$ cat config.mk
export PLATFORM = sky130hd
export DESIGN_NAME = i2s_master_tx
export DESIGN_NICKNAME = d
export VERILOG_FILES = /design/src/rtl/i2s_master_tx.sv
export SDC_FILE = /design/constraint.sdc
export NUM_CORES = 1
export LEC_CHECK = 0
export CORE_AREA = 2 2 78 80
export DETAILED_ROUTE_END_ITERATION = 10
export DIE_AREA = 0 0 80 82
export GPL_ROUTABILITY_DRIVEN = 0
export GPL_TIMING_DRIVEN = 0
export HOLD_SLACK_MARGIN = 0.06
export PLACE_DENSITY = 0.83
export SYNTH_ARGS = -nofsm -noshare
export SYNTH_HDL_FRONTEND = slang
export SYNTH_SLANG_ARGS = --single-unit
$ cat constraint.sdc
create_clock -name clk -period 5.61 [get_ports clk]
set_input_delay 1.122 -clock clk [delete_from_list [all_inputs] [get_ports clk]]
set_output_delay 1.122 -clock clk [all_outputs]
set_load 0.01 [all_outputs]
$ cat src/rtl/i2s_master_tx.sv
// Philips-I2S master transmitter: divides clk into BCLK/LRCLK and shifts 16-bit stereo pairs onto DACDAT.
// Define I2S_ADC_RX_EN to add a receiver that deserialises adcdat into rx_l/rx_r with the same frame timing.
module i2s_master_tx #(
   parameter int BCLK_DIV  = 16,
   parameter int SLOT_BITS = 16
) (
   input  logic                        clk,
   input  logic                        rst,
   input  logic                        en,
   input  logic signed [SLOT_BITS-1:0] sample_l,
   input  logic signed [SLOT_BITS-1:0] sample_r,
   input  logic                        sample_valid,
   output logic                        sample_ready,
   output logic                        bclk,
   output logic                        lrclk,
   output logic                        dacdat,
   output logic                        underrun,
`ifdef I2S_ADC_RX_EN
   input  logic                        adcdat,
   output logic signed [SLOT_BITS-1:0] rx_l,
   output logic signed [SLOT_BITS-1:0] rx_r,
   output logic                        rx_valid,
`endif
   output logic                        busy
);

   localparam int FRAME_BITS = 2 * SLOT_BITS;
   localparam int DIV_W      = $clog2(BCLK_DIV);
   localparam int K_W        = $clog2(FRAME_BITS);

   typedef enum logic [1:0] {IDLE, RUN, DRAIN} state_t;

   state_t                      state, state_nxt;
   logic [DIV_W-1:0]            div_cnt;
   logic [K_W-1:0]              k, k_nxt;
   logic                        tail;
   logic [FRAME_BITS-1:0]       shreg;
   logic                        buf_full;
   logic signed [SLOT_BITS-1:0] buf_l, buf_r;
   logic                        div_tc, bclk_rise, bclk_fall, k_last;
   logic                        load, finish, xfer;

   always_comb begin
      div_tc    = (div_cnt == DIV_W'(BCLK_DIV - 1));
      // tail = DRAIN after the final falling edge: bclk is held low until IDLE
      bclk_rise = (state != IDLE) && div_tc && !bclk && !tail;
      bclk_fall = (state != IDLE) && div_tc && bclk;
      k_last    = (k == K_W'(FRAME_BITS - 1));
      k_nxt     = k_last ? '0 : k + K_W'(1);
      finish    = (state == DRAIN) && tail && div_tc;
      load      = ((state == IDLE) && en) || ((state == RUN) && bclk_fall && k_last);
      xfer      = sample_valid && sample_ready;
   end

   always_ff @(posedge clk or posedge rst) begin
      if (rst) state <= IDLE;
      else     state <= state_nxt;
   end

   always_comb begin
      state_nxt = state;
      case (state)
         IDLE:    if (en)     state_nxt = RUN;
         RUN:     if (!en)    state_nxt = DRAIN;
         DRAIN:   if (finish) state_nxt = IDLE;
         default:             state_nxt = IDLE;
      endcase
   end

   always_ff @(posedge clk or posedge rst) begin
      if (rst) begin
         div_cnt  <= '0;
         bclk     <= 1'b0;
         k        <= '0;
         lrclk    <= 1'b0;
         dacdat   <= 1'b0;
         tail     <= 1'b0;
         underrun <= 1'b0;
         buf_full <= 1'b0;
      end else begin
         underrun <= load && !buf_full;
         // a pair accepted during a load is kept for the following frame
         if (xfer)      buf_full <= 1'b1;
         else if (load) buf_full <= 1'b0;

         if ((state == IDLE) || finish) begin
            div_cnt <= '0;
            bclk    <= 1'b0;
            k       <= '0;
            lrclk   <= 1'b0;
            dacdat  <= 1'b0;
            tail    <= 1'b0;
         end else begin
            div_cnt <= div_tc ? '0 : div_cnt + DIV_W'(1);
            if (bclk_rise) bclk <= 1'b1;
            if (bclk_fall) begin
               bclk   <= 1'b0;
               k      <= k_nxt;
               lrclk  <= (k_nxt >= K_W'(SLOT_BITS));
               dacdat <= shreg[FRAME_BITS-1];
               if ((state == DRAIN) && k_last) tail <= 1'b1;
            end
         end
      end
   end

   // Sample data path: no reset, qualified by the control above
   always_ff @(posedge clk) begin
      if (xfer) begin
         buf_l <= sample_l;
         buf_r <= sample_r;
      end
      if (load)           shreg <= buf_full ? {buf_l, buf_r} : '0;
      else if (bclk_fall) shreg <= {shreg[FRAME_BITS-2:0], 1'b0};
   end

   assign sample_ready = !buf_full;
   assign busy         = (state != IDLE);

`ifdef I2S_ADC_RX_EN
   logic [FRAME_BITS-1:0] rx_sh;
   logic                  rx_armed;

   // The rise at k=0 carries the previous frame's R LSB, completing the word
   always_ff @(posedge clk or posedge rst) begin
      if (rst) begin
         rx_l     <= '0;
         rx_r     <= '0;
         rx_valid <= 1'b0;
         rx_armed <= 1'b0;
      end else begin
         rx_valid <= 1'b0;
         if (state == IDLE) begin
            rx_armed <= 1'b0;
         end else if (bclk_rise) begin
            if (k != '0) begin
               rx_armed <= 1'b1;
            end else if (rx_armed) begin
               {rx_l, rx_r} <= {rx_sh[FRAME_BITS-2:0], adcdat};
               rx_valid     <= 1'b1;
            end
         end
      end
   end

   always_ff @(posedge clk) begin
      if (bclk_rise) rx_sh <= {rx_sh[FRAME_BITS-2:0], adcdat};
   end
`endif

endmodule

# == After elaboration in Yosys (flattened, before gate mapping) ==
# Index checks and enable logic that the tools add are counted.
# classes
addsub,2
magnitude_cmp,1
eq_ne,7
n_mux,24
reduce_logical,26
# op_table
op,n
two-way mux 32 bit,3
two-way mux 5 bit,3
logical AND 1 bit,12
two-way mux 1 bit,12
nonzero test 2 bit,5
two-way mux 4 bit,2
two-way mux 2 bit,3
"inequality test 2 bit, second input constant",3
case mux 2 bit (3 select lines),1
"adder 5 x 1 -> 5 bit, second input constant",1
"equality test 5 bit, second input constant",1
">= comparator 5 bit, second input constant",1
"adder 4 x 1 -> 4 bit, second input constant",1
"equality test 4 bit, second input constant",1
zero test 1 bit,3
AND reduction 3 bit,1
nonzero test 3 bit,1
"equality test 2 x 1 -> 1 bit, second input constant",1
"equality test 2 bit, second input constant",1
zero test 2 bit,1
logical OR 1 bit,2
AND reduction 2 bit,1
# totals
regBits,81
output_inout_bits,6
wordCells,72

# == Logic depth before layout (Yosys ltp) ==
# Gate-level depths: netlist (run 1).
# logic_depth
depth_word,8
ltp_mapped,9

# == Least setup slack after synthesis (run 1) ==
# No wires, ideal clock.
# synth_timing
path_kind,input port to flip-flop
startpoint,in en
endpoint,reg shreg[0] (enable)
setup_ps,466
t_arrival_ps,3475
t_required_ps,5144
path_slack_ps,1670
path_stages,2
n_path_buf,0
path_cell_list,inv_1 -> o21ai_0
# synth_between
elab_chain_len,3
# synth_rtl
element,line,text
"start, declared",9,"input logic en,"
logical AND 1 bit,51,load = ((state == IDLE) && en) || ((state == RUN) && bclk_fall && k_last);
logical OR 1 bit,51,
nonzero test 2 bit (no line),n/a,
"end signal, assigned",113,"if (load) shreg <= buf_full ? {buf_l, buf_r} : '0;"
"end signal, assigned",114,"else if (bclk_fall) shreg <= {shreg[FRAME_BITS-2:0], 1'b0};"
"end, declared",37,logic [FRAME_BITS-1:0] shreg;
# Every way passes these cells.
# A chain may end at the register's enable or synchronous reset.

# == Final worst setup path (run 1) ==
# layout_timing
startpoint,reg state[1]
endpoint,out busy
# layout_between
elab_chain_len,1
# layout_rtl
element,line,text
"start, declared",33,"state_t state, state_nxt;"
"start signal, assigned",57,else state <= state_nxt;
nonzero test 2 bit,118,assign busy = (state != IDLE);
"end, declared",24,output logic busy
# Every way passes these cells.

==> results of run 1 <==
## worst max-delay path, cell delays in order, from the launching register on
cell and delay [ns]:
sky130_fd_sc_hd__dfrtp_1 0.38, sky130_fd_sc_hd__buf_4 0.16, sky130_fd_sc_hd__nor2_1 0.14, sky130_fd_sc_hd__inv_1 0.14, sky130_fd_sc_hd__clkdlybuf4s50_1 0.50
## worst paths after layout
path	depth (start not counted)	endpoint	slack, ns
min reg2reg	1	div_cnt[0]	0.51
max reg2reg	9	shreg[21]	3.30
max in group asynchronous	2	div_cnt[2]	4.07
max	4	busy	2.83
min in group asynchronous	2	state[0]	1.14
min	1	div_cnt[0]	0.51
## state kept, by name, indices dropped and copies added (netlist names), 2 cells and up
register and count:
k 4, buf_r 16, div_cnt 4, state 2, buf_l 16, shreg 32
## cells by family after synthesis
family          after synthesis
xor+xnor                      1
flops                        80
simple gates                 62
compound gates               18
fa+ha+maj                     3
mux                          34
buf+inv                      46
## power groups by stage
| stage | logic (W) | clock network [W] | registers, W |
|---|---|---|---|
| 2_1_floorplan | 0.000274 | 0 | 0.000853 |
| 6_report | 0.000409 | 0.000494 | 0.000846 |
| 5_1_grt | 0.000456 | 0.000525 | 0.000857 |
| 3_3_place_gp | 0.000373 | 0 | 0.000864 |
| 4_1_cts | 0.000417 | 0.000501 | 0.000847 |
| 3_5_place_dp | 0.000412 | 0 | 0.000858 |
## layout make-up
class	instances	area (um^2)	area share [%]
flip-flops and latches	80	2320	56.7
multi-input cells	118	811	19.8
repair buffers	42	438	10.7
inverters	36	135	3.30
clock buffers	10	128	3.12
clock inverters	6	108	2.63
well taps	75	93.8	2.29
plain buffers	10	57.6	1.41
## cell usage after synthesis (2+ instances only)
| master | count |
|---|---|
| sky130_fd_sc_hd__mux2i_1 | 34 |
| sky130_fd_sc_hd__nand3_1 | 2 |
| sky130_fd_sc_hd__and3_1 | 2 |
| sky130_fd_sc_hd__a21oi_1 | 6 |
| sky130_fd_sc_hd__nor4_1 | 2 |
| sky130_fd_sc_hd__clkbuf_1 | 4 |
| sky130_fd_sc_hd__nand2_1 | 34 |
| sky130_fd_sc_hd__ha_1 | 3 |
| sky130_fd_sc_hd__edfxtp_1 | 64 |
| sky130_fd_sc_hd__nor2b_1 | 3 |
| sky130_fd_sc_hd__inv_1 | 36 |
| sky130_fd_sc_hd__o21ai_0 | 6 |
| sky130_fd_sc_hd__dfrtp_1 | 16 |
| sky130_fd_sc_hd__buf_4 | 5 |
| sky130_fd_sc_hd__nor3_1 | 2 |
| sky130_fd_sc_hd__nor2_1 | 9 |
## through the flow
stage | utilization, % | setup slack [ns] | instances
final | 71.2 | 2.83 | 377
after detailed placement | 67.1 | 2.76 | 361
after global routing | 71.2 | 2.76 | 377
after global placement | 66.3 | 0.145 | 360
after CTS | 71.2 | 2.82 | 377
after floorplan | - | 1.67 | 244
## metal layers
metal / up-vias / track usage [%] / wire (um)
li1: 946 / - / -
met1: 922 / 22.6 / 2290
met2: 52 / 31.3 / 2810
met3: 10 / 3.74 / 232
met4: 0 / 8.14 / 74
met5: - / 0 / 0
==> impl_metrics.toml, run 1 <==
[outcome]
outcome = "finished, final reports clean"

[sta]
setup_tns_ns = 0
timing.max_slew.rel_slack_pct = 40.8
slew_violations = 0
report.final.setup_viol = 0
grt_setup_unrepaired = "no"
peak_clock_frequency_supported_by_timing_ghz = 0.360
final_hold_viol_count = 0
timing.final.crit_share_pct = 49.6
worst-slew-pin-transition_ns = 0.886
clock_skew_ns = 0.00721
whs_ns = 0.515
final_period_minus_worst_setup_slack_ns = 2.78

[clocking]
cts_tree = "done"
htree_levels = 3
clock_buffers_created_by_tritoncts = 9
cts.root.buffer_cell = "sky130_fd_sc_hd__clkbuf_8"
post_cts.resized_instances = 0
cts.sink_count = 80
cts-root-to-sink-buffers = 2
clkLatencyLatePin_ns = 0.35
path_clk_slew_ns = 0.08
cts_hold_buffers = 0
post-cts-setup-buffer-count = 0

[setup_path]
timing.setup.critical_path_class = "flip-flop to primary output"
cp_max_fo = 8
cp-startpoint = "state[1]"
capturing_element_type_of_the_critical_path = "primary output"
critPathArrivalTime_ns = 1.66
timing.critical_path.from_type = "flip-flop"
worst_ep_required_time_ns = 4.49
rr_startpoint = "k[0]"

[routing]
drt_wl_cell_um = 14.4
dr_total_vias = 1930
remaining_antenna_violation_count = 0
first_pass_iters = 4
route.detailed.drc = 0
wirelength_um = 5410
drtIter0Drc = 130
drt-vias-per-instance = 5.12

[pwr]
p_int_w = 0.00127
clkPwrFrac_pct = 28.3
leakagePower_nw = 1.66
comb_power_share_pct = 23.4
swShare_pct = 27.6
peakVddDrop_mv = 0.249
power-per-cell-area_mw_per_mm2 = 427
p_sw_w = 0.000482
share_of_power_burned_in_registers_pct = 48.4
power_w = 0.00175

[layout]
finish.net_count = 336
drive_above_1_share_pct = 8.94
layout_common_cells = "sky130_fd_sc_hd__edfxtp_1, sky130_fd_sc_hd__clkdlybuf4s50_1, sky130_fd_sc_hd__inv_1"
mostFrequentLayoutCell = "sky130_fd_sc_hd__edfxtp_1"
n_antenna_cell = 0
num-fill-cells = 406
areaGrowthSynthToFinish_pct = 23.8
fin_area_mm2 = 0.00409

[global_routing]
grt_first_pass_wirelength_um = 8750
grtUsageTotal_pct = 18.2
antenna_violations_before_repair = 0
grt_pass1_vias = 1922
grt_start_max_net_pins = 34
globalRoute.totalOverflow = 0

[synthesis]
synth-edff-count = 64
dominant_combinational_cell_family_by_area_after_synthesis = "multiplexers"
post_synth_main_area_contributors = "sky130_fd_sc_hd__edfxtp_1, sky130_fd_sc_hd__dfrtp_1, sky130_fd_sc_hd__mux2i_1, sky130_fd_sc_hd__inv_1, sky130_fd_sc_hd__nand2_1"
fraction_of_synthesized_area_in_multiplexers_pct = 10.3
synth-compound-area-share_pct = 3.18
post_synth.cell_area_avg_um2 = 13.6
synth.distinct_cells = 32
yosys.area_share.adder_pct = 1.14
xor_xnor_share_of_the_synthesized_area_pct = 0.265
post_synth_inst_count = 244
synth-simple-area-share_pct = 9.08
synth_top_cell_by_area = "sky130_fd_sc_hd__edfxtp_1"
post-synth-top-area-fraction_pct = 58.1
postSynthRegisterBits = 80
synth.net_count = 283
synthFlopType = "sky130_fd_sc_hd__edfxtp_1"
synthesis.area_mm2 = 0.00331
synth_warnings = 0
ys_seq_area_share_pct = 70.2
async_flop_share_pct = 20.0

[floorplanning]
coreArea_mm2 = 0.00575
boundaryPins = 42
die_w_um = 80
die_area_mm2 = 0.00656
initial_utilization_pct = 57.6
placement_rows = 28
floorplan.die.height_um = 82

[place]
post_place_instance_area_mm2 = 0.00386
port_bufs = 41
post-dp-hpwl_um = 3610

[hold_path]
worst_hold_startpoint = "div_cnt[0]"
worstHoldPathType = "flip-flop to flip-flop"

[job]
max_cap_violations = 0
(Power assumes the default switching activity.)
==> inputs of run 2 (changes only) <==
==> config.mk (replaced) <==
export PLATFORM = sky130hd
export DESIGN_NAME = i2s_master_tx
export DESIGN_NICKNAME = d
export VERILOG_FILES = /design/src/rtl/i2s_master_tx.sv
export SDC_FILE = /design/constraint.sdc
export NUM_CORES = 1
export LEC_CHECK = 0
export CORE_AREA = 2 2 86 88
export DETAILED_ROUTE_END_ITERATION = 10
export DIE_AREA = 0 0 88 90
export GPL_ROUTABILITY_DRIVEN = 0
export GPL_TIMING_DRIVEN = 0
export HOLD_SLACK_MARGIN = 0.06
export PLACE_DENSITY = 0.73
export SYNTH_ARGS = -nofsm -noshare
export SYNTH_HDL_FRONTEND = slang
export SYNTH_SLANG_ARGS = --single-unit
==> constraint.sdc (replaced) <==
create_clock -name clk -period 2.3 [get_ports clk]
set_input_delay 0.46 -clock clk [delete_from_list [all_inputs] [get_ports clk]]
set_output_delay 0.46 -clock clk [all_outputs]
set_load 0.01 [all_outputs]
==> run 2 against run 1 <==
Net effect:
- routed wire length shrank 4.1%
- sequential share of layout area shrank 1.3 points
- die area grew 21%
- via count shrank 1.3%
- global-route usage shrank 3.4 points
- critical path depth shrank 1
==> impl_metrics.toml, run 2 (synthesis gave the netlist of run 1 again) <==
[routing]
drt_wl_cell_um = 12.8
remaining_antenna_violation_count = 0
dr_total_vias = 1905
drt-vias-per-instance = 4.70
route.detailed.drc = 0
first_pass_iters = 4
wirelength_um = 5190
drtIter0Drc = 115

[sta]
timing.final.crit_share_pct = 92.0
slew_violations = 0
peak_clock_frequency_supported_by_timing_ghz = 0.472
final_period_minus_worst_setup_slack_ns = 2.12
final_hold_viol_count = 0
worst-slew-pin-transition_ns = 0.901
clock_skew_ns = 0.00977
timing.max_slew.rel_slack_pct = 39.8
worst_slack_ns = 0.183
grt_setup_unrepaired = "no"
report.final.setup_viol = 0

[global_routing]
antenna_violations_before_repair = 0
globalRoute.totalOverflow = 0
grt_pass1_vias = 1893
grt_start_max_net_pins = 34
grtUsageTotal_pct = 14.9
grt_first_pass_wirelength_um = 8740

[setup_path]
critPathBufInv = 3
capturing_element_type_of_the_critical_path = "primary output"
timing.critical_path.from_type = "flip-flop"
timing.setup.critical_path_class = "flip-flop to primary output"
cpPeakStageDelay_ns = 0.52
timing.critical_path.slowest_stage_cell = "sky130_fd_sc_hd__clkdlybuf4s50_1"
critPathArrivalTime_ns = 1.66
path_cells = "clkbuf_1, inv_1, clkdlybuf4s50_1"
path_delay_family = "buffers and inverters"
cp_max_fo = 7
worst_ep_required_time_ns = 1.84

[pwr]
p_int_w = 0.00323
share_of_power_burned_in_registers_pct = 46.9
peakVddDrop_mv = 0.560
p_sw_w = 0.00117
clkPwrFrac_pct = 30.1
comb_power_share_pct = 23.1
power_w = 0.00440
swShare_pct = 26.6
leakagePower_nw = 1.69
power-per-cell-area_mw_per_mm2 = 1050

[place]
post_place_instance_area_mm2 = 0.00388
port_bufs = 41
placed_cells = 385
placement_setup_slack_ns = 0.0456
post-dp-hpwl_um = 3240

[layout]
utilization_after_layout_pct = 59.7
post_layout_nonfiller_instances = 405
mostFrequentLayoutCell = "sky130_fd_sc_hd__edfxtp_1"
fin_area_mm2 = 0.00419
n_antenna_cell = 0
areaGrowthSynthToFinish_pct = 26.8
largest_reg_flops = 32
largest-register = "shreg"
layout_common_cells = "sky130_fd_sc_hd__edfxtp_1, sky130_fd_sc_hd__clkdlybuf4s50_1, sky130_fd_sc_hd__inv_1"
largest_registers = "shreg x32, buf_l x16, buf_r x16"
finish.net_count = 340
drive_above_1_share_pct = 11.4

[floorplanning]
floorplan.die.height_um = 90
die_w_um = 88
coreArea_mm2 = 0.00702
die_area_mm2 = 0.00792
boundaryPins = 42
placement_rows = 31
initial_utilization_pct = 47.1

[clocking]
cts.root.buffer_cell = "sky130_fd_sc_hd__clkbuf_8"
clkLatencyLatePin_ns = 0.36
path_clk_slew_ns = 0.08
htree_levels = 3
cts-root-to-sink-buffers = 2
cts_tree = "done"
cts.sink_count = 80
clock_buffers_created_by_tritoncts = 9
cts_hold_buffers = 0

[hold_path]
worstHoldPathType = "input port to asynchronous set/reset pin"

[outcome]
outcome = "finished, final reports clean"

[job]
max_cap_violations = 0
-- run 2: cell types whose count changed in the layout (fill, tap and decap cells not counted), sizes merged --
cell | before | now
clkinvlp | 1 | 0
clkbuf | 14 | 15
bufinv | 3 | 4
clkinv | 2 | 1
buf | 7 | 11
-- run 2: what timing repair did --
item / 4_1_cts / 5_1_grt
endpoints found under the setup margin: 0 / 30
buffers inserted: 0 / 4
gates resized for setup: 0 / 9
hold endpoints to repair: 0 / 0
-- run 2: final timing paths --
path / depth (start not counted) / end / from / slack (ns)
worst min-delay path: 2 / state[1] / rst / 0.46
worst max register to register: 9 / shreg[25] / k[0] / 0.19
worst max-delay path: 3 / sample_ready / buf_full / 0.18
max in group asynchronous: 2 / k[0] / rst / 1.42
worst min register to register: 1 / div_cnt[0] / div_cnt[0] / 0.50
min in group clk: 1 / div_cnt[0] / div_cnt[0] / 0.50
-- run 2: cell type report --
type,count,area (um^2)
clock buffer,11,131
tap,99,124
multi-input combinational,118,823
sequential,80,2320
clock inverter,5,129
inverter,36,135
buffer,10,67.6
timing repair buffer,46,460
fill,576,2830
-- run 2: per-stage QoR --
stage	setup TNS, ns	hold slack, ns
finish	0	0.463
global placement	-21.63	0.487
floorplan	0	0.374
global route	0	0.524
detailed placement	0	0.485
CTS	0	0.484
-- run 2: power groups by stage --
stage	registers (W)	clock network (W)	logic, W
detailed placement	0.00209	0	0.000975
CTS	0.00207	0.00136	0.000993
floorplan	0.00207	0	0.000674
global route	0.00209	0.00143	0.00114
global placement	0.00209	0	0.000927
finish	0.00206	0.00132	0.00101
-- run 2: metal layers --
metal,part of all wire [%],global-route usage [%]
met5,0,0
met4,2.0,7.31
met3,4.3,5.14
met2,47,22.0
met1,47,19.5
